## src/rtl/alu_exec_unit.sv

```systemverilog
// Execution unit: single-cycle ALU/shifter plus sequential multiply and divide
// sharing one start/done handshake and a HI/LO result pair.
module alu_exec_unit #(
  parameter int WIDTH = 32,
  parameter int SHW   = $clog2(WIDTH)
) (
  input  logic             clk,
  input  logic             rst,
  input  logic             start,
  input  logic [5:0]       ctrl,
  input  logic [WIDTH-1:0] A,
  input  logic [WIDTH-1:0] B,
  output logic [WIDTH-1:0] result,
  output logic [WIDTH-1:0] hi,
  output logic [WIDTH-1:0] lo,
  output logic             busy,
  output logic             done,
  output logic             dz
);

  localparam int CW = $clog2(WIDTH + 1);

  localparam logic [5:0] OP_ADD   = 6'b100000;
  localparam logic [5:0] OP_SUB   = 6'b100010;
  localparam logic [5:0] OP_AND   = 6'b100100;
  localparam logic [5:0] OP_OR    = 6'b100101;
  localparam logic [5:0] OP_SLT   = 6'b101010;
  localparam logic [5:0] OP_SLL   = 6'b000000;
  localparam logic [5:0] OP_SRL   = 6'b000010;
  localparam logic [5:0] OP_MFHI  = 6'b010000;
  localparam logic [5:0] OP_MFLO  = 6'b010010;
  localparam logic [5:0] OP_MULTU = 6'b011001;
  localparam logic [5:0] OP_DIVU  = 6'b011011;

  typedef enum logic [1:0] {S_IDLE, S_MUL, S_DIV} state_t;

  state_t             state, state_n;
  logic [CW-1:0]      cnt, cnt_n;
  logic [2*WIDTH-1:0] acc, acc_n;
  logic [WIDTH-1:0]   opb, opb_n;
  logic [WIDTH-1:0]   result_n, hi_n, lo_n;
  logic               done_n, dz_n;

  logic [WIDTH-1:0]   alu_out;
  logic [WIDTH:0]     mul_sum;
  logic [2*WIDTH-1:0] mul_step;
  logic [WIDTH:0]     div_r;
  logic               div_ge;
  logic [WIDTH-1:0]   div_rem;
  logic [2*WIDTH-1:0] div_step;

  assign busy = (state != S_IDLE);

  always_comb begin
    alu_out = '0;
    case (ctrl)
      OP_ADD:  alu_out = A + B;
      OP_SUB:  alu_out = A - B;
      OP_AND:  alu_out = A & B;
      OP_OR:   alu_out = A | B;
      OP_SLT:  alu_out = {{(WIDTH-1){1'b0}}, ($signed(A) < $signed(B))};
      OP_SLL:  alu_out = A << B[SHW-1:0];
      OP_SRL:  alu_out = A >> B[SHW-1:0];
      OP_MFHI: alu_out = hi;
      OP_MFLO: alu_out = lo;
      default: alu_out = '0;
    endcase
  end

  // acc = {partial product, remaining multiplier}; each step adds then shifts right.
  always_comb begin
    mul_sum  = {1'b0, acc[2*WIDTH-1:WIDTH]} + {1'b0, opb & {WIDTH{acc[0]}}};
    mul_step = {mul_sum, acc[WIDTH-1:1]};
  end

  // acc = {partial remainder, dividend/quotient}; quotient bits shift in at the bottom.
  always_comb begin
    div_r    = {acc[2*WIDTH-1:WIDTH], acc[WIDTH-1]};
    div_ge   = (div_r >= {1'b0, opb});
    div_rem  = div_ge ? (div_r[WIDTH-1:0] - opb) : div_r[WIDTH-1:0];
    div_step = {div_rem, acc[WIDTH-2:0], div_ge};
  end

  always_comb begin
    // NOTE: every next-value starts at a default so no path leaves it unassigned (no latches).
    state_n  = state;
    cnt_n    = cnt;
    acc_n    = acc;
    opb_n    = opb;
    result_n = result;
    hi_n     = hi;
    lo_n     = lo;
    done_n   = 1'b0;
    dz_n     = dz;
    case (state)
      S_IDLE: begin
        if (start) begin
          dz_n  = 1'b0;
          cnt_n = CW'(WIDTH);
          acc_n = {{WIDTH{1'b0}}, A};
          opb_n = B;
          case (ctrl)
            OP_MULTU: state_n = S_MUL;
            OP_DIVU: begin
              if (B == '0) begin
                hi_n     = A;
                lo_n     = '1;
                result_n = '1;
                dz_n     = 1'b1;
                done_n   = 1'b1;
              end else begin
                state_n = S_DIV;
              end
            end
            default: begin
              result_n = alu_out;
              done_n   = 1'b1;
            end
          endcase
        end
      end
      S_MUL: begin
        cnt_n = cnt - CW'(1);
        acc_n = mul_step;
        if (cnt == CW'(1)) begin
          state_n  = S_IDLE;
          hi_n     = mul_step[2*WIDTH-1:WIDTH];
          lo_n     = mul_step[WIDTH-1:0];
          result_n = mul_step[WIDTH-1:0];
          done_n   = 1'b1;
        end
      end
      S_DIV: begin
        cnt_n = cnt - CW'(1);
        acc_n = div_step;
        if (cnt == CW'(1)) begin
          state_n  = S_IDLE;
          hi_n     = div_step[2*WIDTH-1:WIDTH];
          lo_n     = div_step[WIDTH-1:0];
          result_n = div_step[WIDTH-1:0];
          done_n   = 1'b1;
        end
      end
      default: state_n = S_IDLE;
    endcase
  end

  // NOTE: sequential state uses non-blocking assignments so all registers update together.
  always_ff @(posedge clk or posedge rst) begin
    if (rst) begin
      state  <= S_IDLE;
      cnt    <= '0;
      acc    <= '0;
      opb    <= '0;
      result <= '0;
      hi     <= '0;
      lo     <= '0;
      done   <= 1'b0;
      dz     <= 1'b0;
    end else begin
      state  <= state_n;
      cnt    <= cnt_n;
      acc    <= acc_n;
      opb    <= opb_n;
      result <= result_n;
      hi     <= hi_n;
      lo     <= lo_n;
      done   <= done_n;
      dz     <= dz_n;
    end
  end

endmodule

```

## config.mk

```make
export PLATFORM = sky130hd
export DESIGN_NAME = alu_exec_unit
export DESIGN_NICKNAME = d
export VERILOG_FILES = /design/src/rtl/alu_exec_unit.sv
export SDC_FILE = /design/constraint.sdc
export NUM_CORES = 1
export LEC_CHECK = 0
export CAP_MARGIN = 20
export CORE_AREA = 2 2 248 250
export CTS_CLUSTER_DIAMETER = 100
export DETAILED_ROUTE_END_ITERATION = 6
export DIE_AREA = 0 0 250 252
export GPL_TIMING_DRIVEN = 0
export HOLD_SLACK_MARGIN = 0.05
export PLACE_DENSITY_LB_ADDON = 0.12
export SLEW_MARGIN = 15
export SYNTH_ARGS = -nofsm -noshare
export SYNTH_HDL_FRONTEND = slang
export SYNTH_SLANG_ARGS = --single-unit
```

## constraint.sdc

```tcl
create_clock -name clk -period 7.15 [get_ports clk]
set_clock_uncertainty 0.1 [all_clocks]
set_input_delay 1.0725 -clock clk [delete_from_list [all_inputs] [get_ports clk]]
set_output_delay 1.0725 -clock clk [all_outputs]
set_load 0.05 [all_outputs]
```

* Yosys cells after proc, flatten, opt, wreduce, memory -nomap -nowiden
Index checks and enable logic that the tools add are counted.
** Word-level totals
- Bits in registers :: 202
- Input port bits :: 73
- Output and inout port bits :: 99
- Logic and storage cells :: 89
** Operators by class
- $add $sub $neg :: 5
- $lt $le $gt $ge :: 2
- Equal/unequal tests :: 23
- Shifts and indexed selects :: 2
- Muxes and demuxes :: 32
- Bitwise logic cells :: 3
- Reductions and logical operators :: 13
** Operator list (number)
- 2-to-1 mux 32 bit :: 12
- one-hot mux 32 bit (3 select lines) :: 3
- one-hot mux 32 bit (9 select lines) :: 1
- one-hot mux 64 bit (3 select lines) :: 1
- AND 32 bit :: 2
- 2-to-1 mux 64 bit :: 1
- one-hot mux 32 bit (2 select lines) :: 1
- subtractor 32 bit :: 2
- adder 32 x 32 -> 33 bit :: 1
- >= comparator 33 x 32 -> 1 bit :: 1
- adder 32 bit :: 1
- logical NOT 32 bit :: 1
- < comparator 32 bit :: 1
- bitwise OR 32 bit :: 1
- left shift 32 x 5 -> 32 bit :: 1
- >> shifter 32 x 5 -> 32 bit :: 1
- equality test 6 bit (second input constant) :: 5
- equality test 6 x 5 -> 1 bit (second input constant) :: 4
- one-hot mux 6 bit (2 select lines) :: 1
- AND reduction 6 bit :: 2
- != test 2 bit (second input constant) :: 5
- one-hot mux 2 bit (2 select lines) :: 2
- equality test 6 x 1 -> 1 bit (second input constant) :: 1
- equality test 6 x 2 -> 1 bit (second input constant) :: 1
- other kinds (17) :: 28

* Depth between registers and ports, before layout
Gate-level depths: netlist of the first run.
- Depth after elaboration :: 5
- Gate-level depth with buffers :: 15
- Mapped depth without buffers :: 14

* Least setup slack after synthesis of the first run
Ideal clock, no wire load.
- Path kind :: input -> register
- Start point :: input port B[2]
- End point :: register result[29]
- Setup time :: 127 ps
- Arrival :: 4456 ps
- Data required time :: 6923 ps
- Path slack :: 2466 ps
- Stages :: 14
- Path buffers :: 3
- Cells stage by stage :: inv_1 -> buf_2 -> buf_1 -> clkbuf_1 -> ha_1 -> nor2_1 -> a221o_1 -> a21oi_1 -> o311ai_2 -> a21oi_1 -> o41a_1 -> or3_1 -> a221oi_2 -> o21ai_1
** On the way
- Cells in the longest elaborated chain, start to end :: 5
- Elaborated cells on any way between the ends :: 11
- Those cells by class :: 2 x add/sub; 1 x eq/ne; 2 x shift; 4 x mux; 2 x reduce/logical
** Ends and longest elaborated chain
- start: declaration :: line 12 : input logic [WIDTH-1:0] B,
- subtractor 32 bit (tied with other cells) :: line 58 : OP_SUB: alu_out = A - B;
- one-hot mux 32 bit (9 select lines) :: line 56 : case (ctrl)
- one-hot mux 32 bit (2 select lines) :: line 102 : case (ctrl)
- 2-to-1 mux 32 bit :: line 97 : if (start) begin
- one-hot mux 32 bit (3 select lines) :: line 95 : case (state)
- end signal: assignment :: line 165 : result <= result_n;
- end: declaration :: line 13 : output logic [WIDTH-1:0] result,
Several ways; a longest one is shown, not always the timed one. The select of a mux whose other input is x is not followed.
A chain may end at the register's enable or synchronous reset.

* Final worst setup path of the first run
- Start point :: input port B[3]
- End point :: register result[0]
** On the way
- Cells in the longest elaborated chain, start to end :: 5
- Elaborated cells on any way between the ends :: 10
- Those cells by class :: 1 x order compare; 1 x eq/ne; 2 x shift; 4 x mux; 2 x reduce/logical
** Ends and longest elaborated chain
- < comparator 32 bit (tied with other cells) :: line 61 : OP_SLT: alu_out = {{(WIDTH-1){1'b0}}, ($signed(A) < $signed(B))};
- one-hot mux 32 bit (9 select lines) :: line 56
- one-hot mux 32 bit (2 select lines) :: line 102
- 2-to-1 mux 32 bit :: line 97
- one-hot mux 32 bit (3 select lines) :: line 95
Several ways; a longest one is shown, not always the timed one. The select of a mux whose other input is x is not followed.

==> results of run 1 <==
[logic make-up after synthesis]
group	count (synthesis)	share of synthesized area
flops	202	0.2415
mux	112	0.08125
xor+xnor	57	0.02386
buf+inv	332	0.06320
fa+ha+maj	171	0.1037
simple gates	827	0.1782
compound gates	945	0.3083
[final cells by class]
cell class	instances	area, µm²	area share
clock buffers	38	779.5	0.03166
plain buffers	179	755.7	0.03070
flip-flops and latches	202	5055	0.2053
clock inverters	15	112.6	0.004574
inverters	152	578.1	0.02348
well taps	782	978.4	0.03974
multi-input cells	2112	14560	0.5915
repair buffers	177	1794	0.07288
diodes	1	2.502	0.0001016
[worst max path at each step]
stage | start | to | slack [ns] | cells past startpoint
detailed placement | B[2] | result[0] | -0.73 | 15
CTS | B[2] | result[0] | 0.09 | 15
floorplan | rst | acc[0] | 0.47 | 1
global placement | rst | cnt[3] | -2.57 | 2
finish | B[3] | result[0] | 0.04 | 15
global route | B[3] | result[0] | 0.04 | 15
[cells in the mapped netlist (all sizes together) (16+ instances only)]
cell type and count:
nor2 244, a31oi 29, o21bai 23, a221oi 73, a22oi 39, a21o 39
inv 152, o21a 16, xnor2 38, a211o 18, dfrtp 202, a211oi 37
o211ai 26, ha 167, and2 46, a221o 16, mux2i 54, nand3 46
nand2b 20, o31ai 64, buf 47, nand2 303, clkbuf 133, nor4 22
a21oi 172, mux4 45, xor2 19, nand4 25, o21ai 261, nor3 54
and3 16
[flip-flops by register name (all words and copies together) (netlist names)]
signal  count
acc        64
cnt         6
done        1
dz          1
hi         32
lo         32
opb        32
result     32
state       2
[tightest hold or removal path: cells and delay by family (launching register included)]
kind / cells / cell delay [ns]
compound gates: 1 / 0.06
flops: 1 / 0.35
simple gates: 1 / 0.05
[layout by cell type, fill, tap and decap left out, types with 21 or more instances in the layout]
master and instances:
nand2_1 303, nor2_1 243, o21ai_0 243, dfrtp_1 202, a21oi_1 172, clkdlybuf4s50_1 170
ha_1 167, inv_1 150, clkbuf_1 138, o31ai_1 62, a221oi_1 56, nor3_1 54
mux2i_1 54, nand3_1 46, and2_1 46, mux4_2 45, a21o_1 39, a22oi_1 39
xnor2_1 38, a211oi_1 37, clkbuf_16 29, a31oi_1 27, o211ai_1 26, nand4_1 25
o21bai_1 23, buf_2 22, nor4_1 21
[what timing repair did]
action,CTS,global route
endpoints found under the setup margin,2,2
resized for setup,1,3
pin swaps,0,0
[metal layers]
layer / wire length [µm] / track usage / vias to the layer above
met5: 20 / 0 / -
met2: 55170 / 0.6116 / 1386
met1: 49140 / 0.4820 / 11685
met3: 9984 / 0.05973 / 313
li1: - / - / 10255
met4: 7527 / 0.2002 / 4
[power groups by stage]
stage                     registers [mW]  clock network (mW)  logic, mW
after floorplan                     2.97                   0       3.95
after global placement              2.39                   0       7.53
after detailed placement            2.39                   0       7.58
after CTS                           2.38                1.39       7.63
after global routing                2.44                1.44       8.21
final                               2.42                1.38       7.74
[through the flow]
| stage | worst slack [ns] | instance area [µm²] | utilization |
|---|---|---|---|
| after floorplan | 0.4668 | 20930 | - |
| after global placement | -2.574 | 23610 | 0.3926 |
| after detailed placement | -0.7307 | 23710 | 0.3942 |
| after CTS | 0.09118 | 24600 | 0.4091 |
| after global routing | 0.04055 | 24620 | 0.4094 |
| final | 0.04156 | 24620 | 0.4094 |
==> summary.txt, run 1 <==
Outcome
  • Status: finished, final reports clean

Global routing
  • Largest net degree at the start of global routing: 102
  • First-pass GRT wire length: 171.3 mm
  • Vias in the first global route: 23031
  • Initial antenna violation count: 8
  • Total GRT Usage: 0.3765
  • GR Overflow Total: 0

Timing
  • Hold Vio Cnt, Final: 0
  • Period minus WS final: 7.108 ns
  • Final setup fails: 0
  • Worst slew margin: 0.1818
  • Final max-slew violation count: 0
  • Final TNS setup: 0 ns
  • Least-Margin Pin Slew: 1.196 ns
  • Max Clk Rate: 0.1407 GHz
  • Worst hold margin: 0.3994 ns
  • RSZ-0062 raised after global routing: no
  • Tcrit/Tclk final: 0.9942

Power and ir drop
  • Sequential share of power: 0.209
  • NetSw: 6.652 mW
  • Sw frac: 0.5767
  • Peak VDD IR: 0.2270 mV
  • Clk pwr share: 0.119
  • Int Pwr: 4.882 mW
  • Total power: 11.53 mW
  • Pwr/cell area: 468.5 nW/µm²
  • Comb pwr share: 0.671
  • Leakage Power: 10.39 nW

Setup path
  • Reg2reg start: acc[0]
  • Crit path kind: input port to register
  • CP max stage cell: clkdlybuf4s15_1
  • CP max FO: 11
  • Delay-heaviest family, CP: compound AO/OA/AOI/OAI gates
  • Crit path top cell by count: clkbuf_1
  • Crit path required time: 7.52 ns
  • Critical-path cell list: clkdlybuf4s50_1 > clkbuf_1 > inv_1 > clkbuf_1 > clkdlybuf4s15_1 > ha_1 > nor2_1 > a221oi_1 > nor4b_1 > nor3_1 > o21ai_0 > a32oi_1 > a31oi_2 > a211oi_1 > o31ai_1
  • Slowest stage delay, CP: 0.72 ns
  • Reg2reg setup slack: 2.23 ns
  • Reg2Reg Depth: 14
  • CP endpoint kind: register
  • Worst Path Buf+Inv: 5
  • R2r endpoint: hi[25]
  • CP Data Arrival Time: 7.48 ns
  • Crit path launch type: input port

Floorplanning
  • IO Pins: 172
  • Row cnt: 90
  • Die height: 252 µm
  • Die Wd: 250 µm
  • Initial Utilization: 0.3480
  • CORE AREA: 60130 µm²
  • Die area: 63000 µm²

CTS
  • Worst-Skew Late Latency: 0.57 ns
  • Clk sinks: 202
  • Postcts setup bufs: 0
  • H-tree depth: 1
  • Clk buf depth: 3
  • Clock transition at path regs: 0.06 ns
  • Cts bufs inserted: 29
  • CTS tree: built
  • Root buffer cell: clkbuf_16
  • # hold bufs at CTS: 0

Routing
  • Via density: 6.463
  • Drt drc: 0
  • Avg WL per Cell: 33.31 µm
  • First DRT Iteration DRCs: 2574
  • DR pass1 iterations: 6
  • Routed WL: 121.9 mm
  • Antenna-violating nets left: 0
  • Vias: 23643

Synth
  • Syn Nets: 2890
  • Post-Syn Area per Cell: 7.909 µm²
  • Area contributors post-synth: dfrtp_1 (24%), ha_1 (10%), o21ai_0 (5.8%)
  • Top-area cell type share of the netlist area: 0.2415
  • Yosys reg bits: 202
  • Top FF cell, synth: dfrtp_1
  • Netlist cell types: 90
  • Number of synthesized flops with an enable pin: 0
  • Post-synth top area cell: dfrtp_1
  • Cells after Synth: 2646
  • Sequential fraction of the synthesis area: 0.2415
  • Warnings, synthesis: 0
  • Cell area after synthesis: 20930 µm²
  • FFs w/ async S/R, synth: 1.000

Finish
  • Nets: 3097
  • Fillcell total: 6249
  • Layout Area Growth over Synthesis: 17.64%
  • Share of cells above drive strength 1: 0.06296
  • Finished Layout Cells: 3658

Job
  • Max Cap Violations: 0

Placement
  • Post-DP HPWL: 100.5 mm
  • Placed cells: 3604
  • Final Wtd Congestion: 1.084
  • Port Buf Inserts: 170

Hold path
  • Path type of the worst min-delay path: register to register
  • Worst Hold Launch: result[0]
  • Hold path cells: 2
  • Hold Path End: result[0]
Note: power is estimated with default switching activity, not from simulation.
==> inputs of run 2 (changes only) <==
--- a/config.mk
+++ b/config.mk
@@ -7,6 +7,7 @@
 export LEC_CHECK = 0
 export CAP_MARGIN = 20
 export CORE_AREA = 2 2 248 250
+export CTS_BUF_LIST = sky130_fd_sc_hd__clkbuf_4
 export CTS_CLUSTER_DIAMETER = 100
 export DETAILED_ROUTE_END_ITERATION = 6
 export DIE_AREA = 0 0 250 252
==> run 2 against run 1 <==
Total power is 1.8% lower. Register-to-register slack improved by 0.06 ns. Final cell count up 1.5%. Via count up 0.19%. Final area down 0.49%. Non-clock buffer count unchanged. Largest cell class unchanged. Highest routed layer unchanged.
==> summary.txt, run 2 (synthesis gave the netlist of run 1 again) <==
CTS
  • CTS tree: built
  • Cts bufs inserted: 59 (+100%)
  • Root buffer cell: clkbuf_4
  • Clk sinks: 202 (unchanged)
  • Clk buf depth: 3 (unchanged)
  • Clock transition at path regs: 0.06 ns (about the same)
  • Worst-Skew Late Latency: 0.79 ns (+0.22 ns)
  • H-tree depth: 2 (+1)
  • Postcts setup bufs: 0 (unchanged)

Finish
  • Nets: 3127 (+0.97%)
  • Largest register FFs: 64 (unchanged)
  • Commonest non-fill, non-tap cells in the layout: nand2_1 (303), nor2_1 (243), o21ai_0 (243)
  • Commonest non-fill, non-tap cell in the layout: nand2_1
  • Most flop-heavy register: acc
  • Layout Area Growth over Synthesis: 17.06%
  • Share of cells above drive strength 1: 0.07684 (+0.01389)
  • Finished Layout Cells: 3713 (+1.5%)

Placement
  • Placed cells: 3604 (unchanged)
  • Final Wtd Congestion: 1.084 (unchanged)
  • Pre-CTS WS: -0.7307 ns (unchanged)
  • Port Buf Inserts: 170 (unchanged)
  • Post-DP HPWL: 100.5 mm (unchanged)

Setup path
  • Crit path required time: 7.73 ns (+0.21 ns)
  • CP max FO: 11 (unchanged)
  • Reg2reg setup slack: 2.29 ns (+0.06 ns)
  • CP max stage cell: clkbuf_1
  • CP endpoint kind: register
  • Slowest stage delay, CP: 0.85 ns (+0.13 ns)
  • Delay-heaviest family, CP: compound AO/OA/AOI/OAI gates
  • CP Data Arrival Time: 7.62 ns (+0.14 ns)
  • Crit path kind: input port to register
  • Critical-path cell list: clkdlybuf4s50_1 > clkbuf_1 > inv_1 > clkbuf_1 > clkbuf_1 > ha_1 > nor2_1 > a221oi_1 > nor4b_1 > nor3_1 > o21ai_0 > a32oi_1 > a31oi_1 > a211oi_1 > o31ai_1
  • Worst Path Buf+Inv: 5 (unchanged)
  • Crit path top cell by count: clkbuf_1
  • Crit path launch type: input port

Timing
  • Final TNS setup: 0 ns (unchanged)
  • Final setup fails: 0 (unchanged)
  • Hold Vio Cnt, Final: 0 (unchanged)
  • Period minus WS final: 7.042 ns (-0.06686 ns)
  • Final max-slew violation count: 0 (unchanged)
  • Tcrit/Tclk final: 0.9848 (-0.009351)
  • Least-Margin Pin Slew: 1.184 ns (-0.01233 ns)
  • Max Clk Rate: 0.1420 GHz (+0.95%)
  • Worst slew margin: 0.2059 (+0.02408)
  • Final setup margin: 0.1084 ns (+0.06686 ns)
  • RSZ-0062 raised after global routing: no

Floorplanning
  • Die height: 252 µm (unchanged)
  • Initial Utilization: 0.3480 (unchanged)
  • Die area: 63000 µm² (unchanged)
  • CORE AREA: 60130 µm² (unchanged)
  • Row cnt: 90 (unchanged)
  • Die Wd: 250 µm (unchanged)
  • IO Pins: 172 (unchanged)

Power and ir drop
  • Sw frac: 0.5846 (+0.007948)
  • Leakage Power: 10.40 nW (+0.13%)
  • Clk pwr share: 0.105 (-0.014)
  • NetSw: 6.622 mW (-0.45%)
  • Sequential share of power: 0.213 (+0.004)
  • Pwr/cell area: 462.3 nW/µm² (-1.3%)
  • Comb pwr share: 0.682 (+0.011)
  • Int Pwr: 4.704 mW (-3.6%)
  • Peak VDD IR: 0.1838 mV (-19%)

Global routing
  • Total GRT Usage: 0.3788 (+0.002299)
  • Vias in the first global route: 23393 (+1.6%)
  • Largest net degree at the start of global routing: 102 (unchanged)
  • GR Overflow Total: 0 (unchanged)
  • First-pass GRT wire length: 171.8 mm (+0.26%)
  • Initial antenna violation count: 6 (-2)

Routing
  • First DRT Iteration DRCs: 2657 (+3.2%)
  • DR pass1 iterations: 5 (-1)
  • Via density: 6.379 (-1.3%)
  • Routed WL: 122.1 mm (+0.19%)
  • Avg WL per Cell: 32.88 µm (-1.3%)
  • Vias: 23687 (+0.19%)
  • Antenna-violating nets left: 0 (unchanged)
  • Drt drc: 0 (unchanged)

Job
  • Max Cap Violations: 0 (unchanged)

Outcome
  • Status: finished, final reports clean

Hold path
  • Path type of the worst min-delay path: register to register
run 2: cell type report:
| cell class | instances | area, µm² |
|---|---|---|
| Antenna cell | 3 | 7.507 |
| Buffer | 179 | 754.5 |
| Clock buffer | 81 | 608.1 |
| Clock inverter | 25 | 165.2 |
| Fill cell | 6295 | 35640 |
| Inverter | 152 | 578.1 |
| Multi-Input combinational cell | 2112 | 14560 |
| Sequential cell | 202 | 5055 |
| Tap cell | 782 | 978.4 |
| Timing Repair Buffer | 177 | 1794 |
run 2: path summary, 6_finish.rpt:
| path | start | endpoint | cells past startpoint |
|---|---|---|---|
| worst max-delay path | B[3] | result[0] | 15 |
| worst min-delay path | result[0] | result[0] | 2 |
| worst max register to register | acc[0] | hi[25] | 14 |
| worst min register to register | result[0] | result[0] | 2 |
| max in group asynchronous | rst | acc[59] | 4 |
| min in group asynchronous | rst | acc[35] | 2 |
run 2: metrics by stage:
step	power (mW)	hold slack [ns]	util	instance area (µm²)
3_3_place_gp	9.919	0.3804	0.3926	23610
4_1_cts	11.21	0.3925	0.4071	24480
5_1_grt	11.92	0.4137	0.4073	24490
2_1_floorplan	6.913	0.3623	-	20930
3_5_place_dp	9.973	0.3792	0.3942	23710
6_report	11.33	0.3936	0.4074	24500
run 2: power groups by stage:
stage                     combinational [mW]  clock, mW  sequential [mW]
after floorplan                         3.95          0             2.97
final                                   7.73       1.19             2.41
after global routing                    8.20       1.27             2.44
after detailed placement                7.58          0             2.39
after global placement                  7.53          0             2.39
after CTS                               7.63       1.20             2.38
run 2: layer usage:
layer,part of all wire,up-vias,track usage
met5,0.000098,-,0
met2,0.45,1382,0.6076
li1,-,10356,-
met3,0.081,316,0.06582
met1,0.40,11631,0.4802
met4,0.065,2,0.2212
run 2: tightest hold or removal path, cell delays in order (launching register included):
cell	delay [ns]
dfrtp_1	0.35
nand2_1	0.05
o31ai_1	0.05
run 2: what timing repair did:
item                       in CTS  in global routing
hold endpoints to repair        0                  0
hold buffers                    0                  0
resized for setup               0                  2
setup endpoints to repair       0                  2
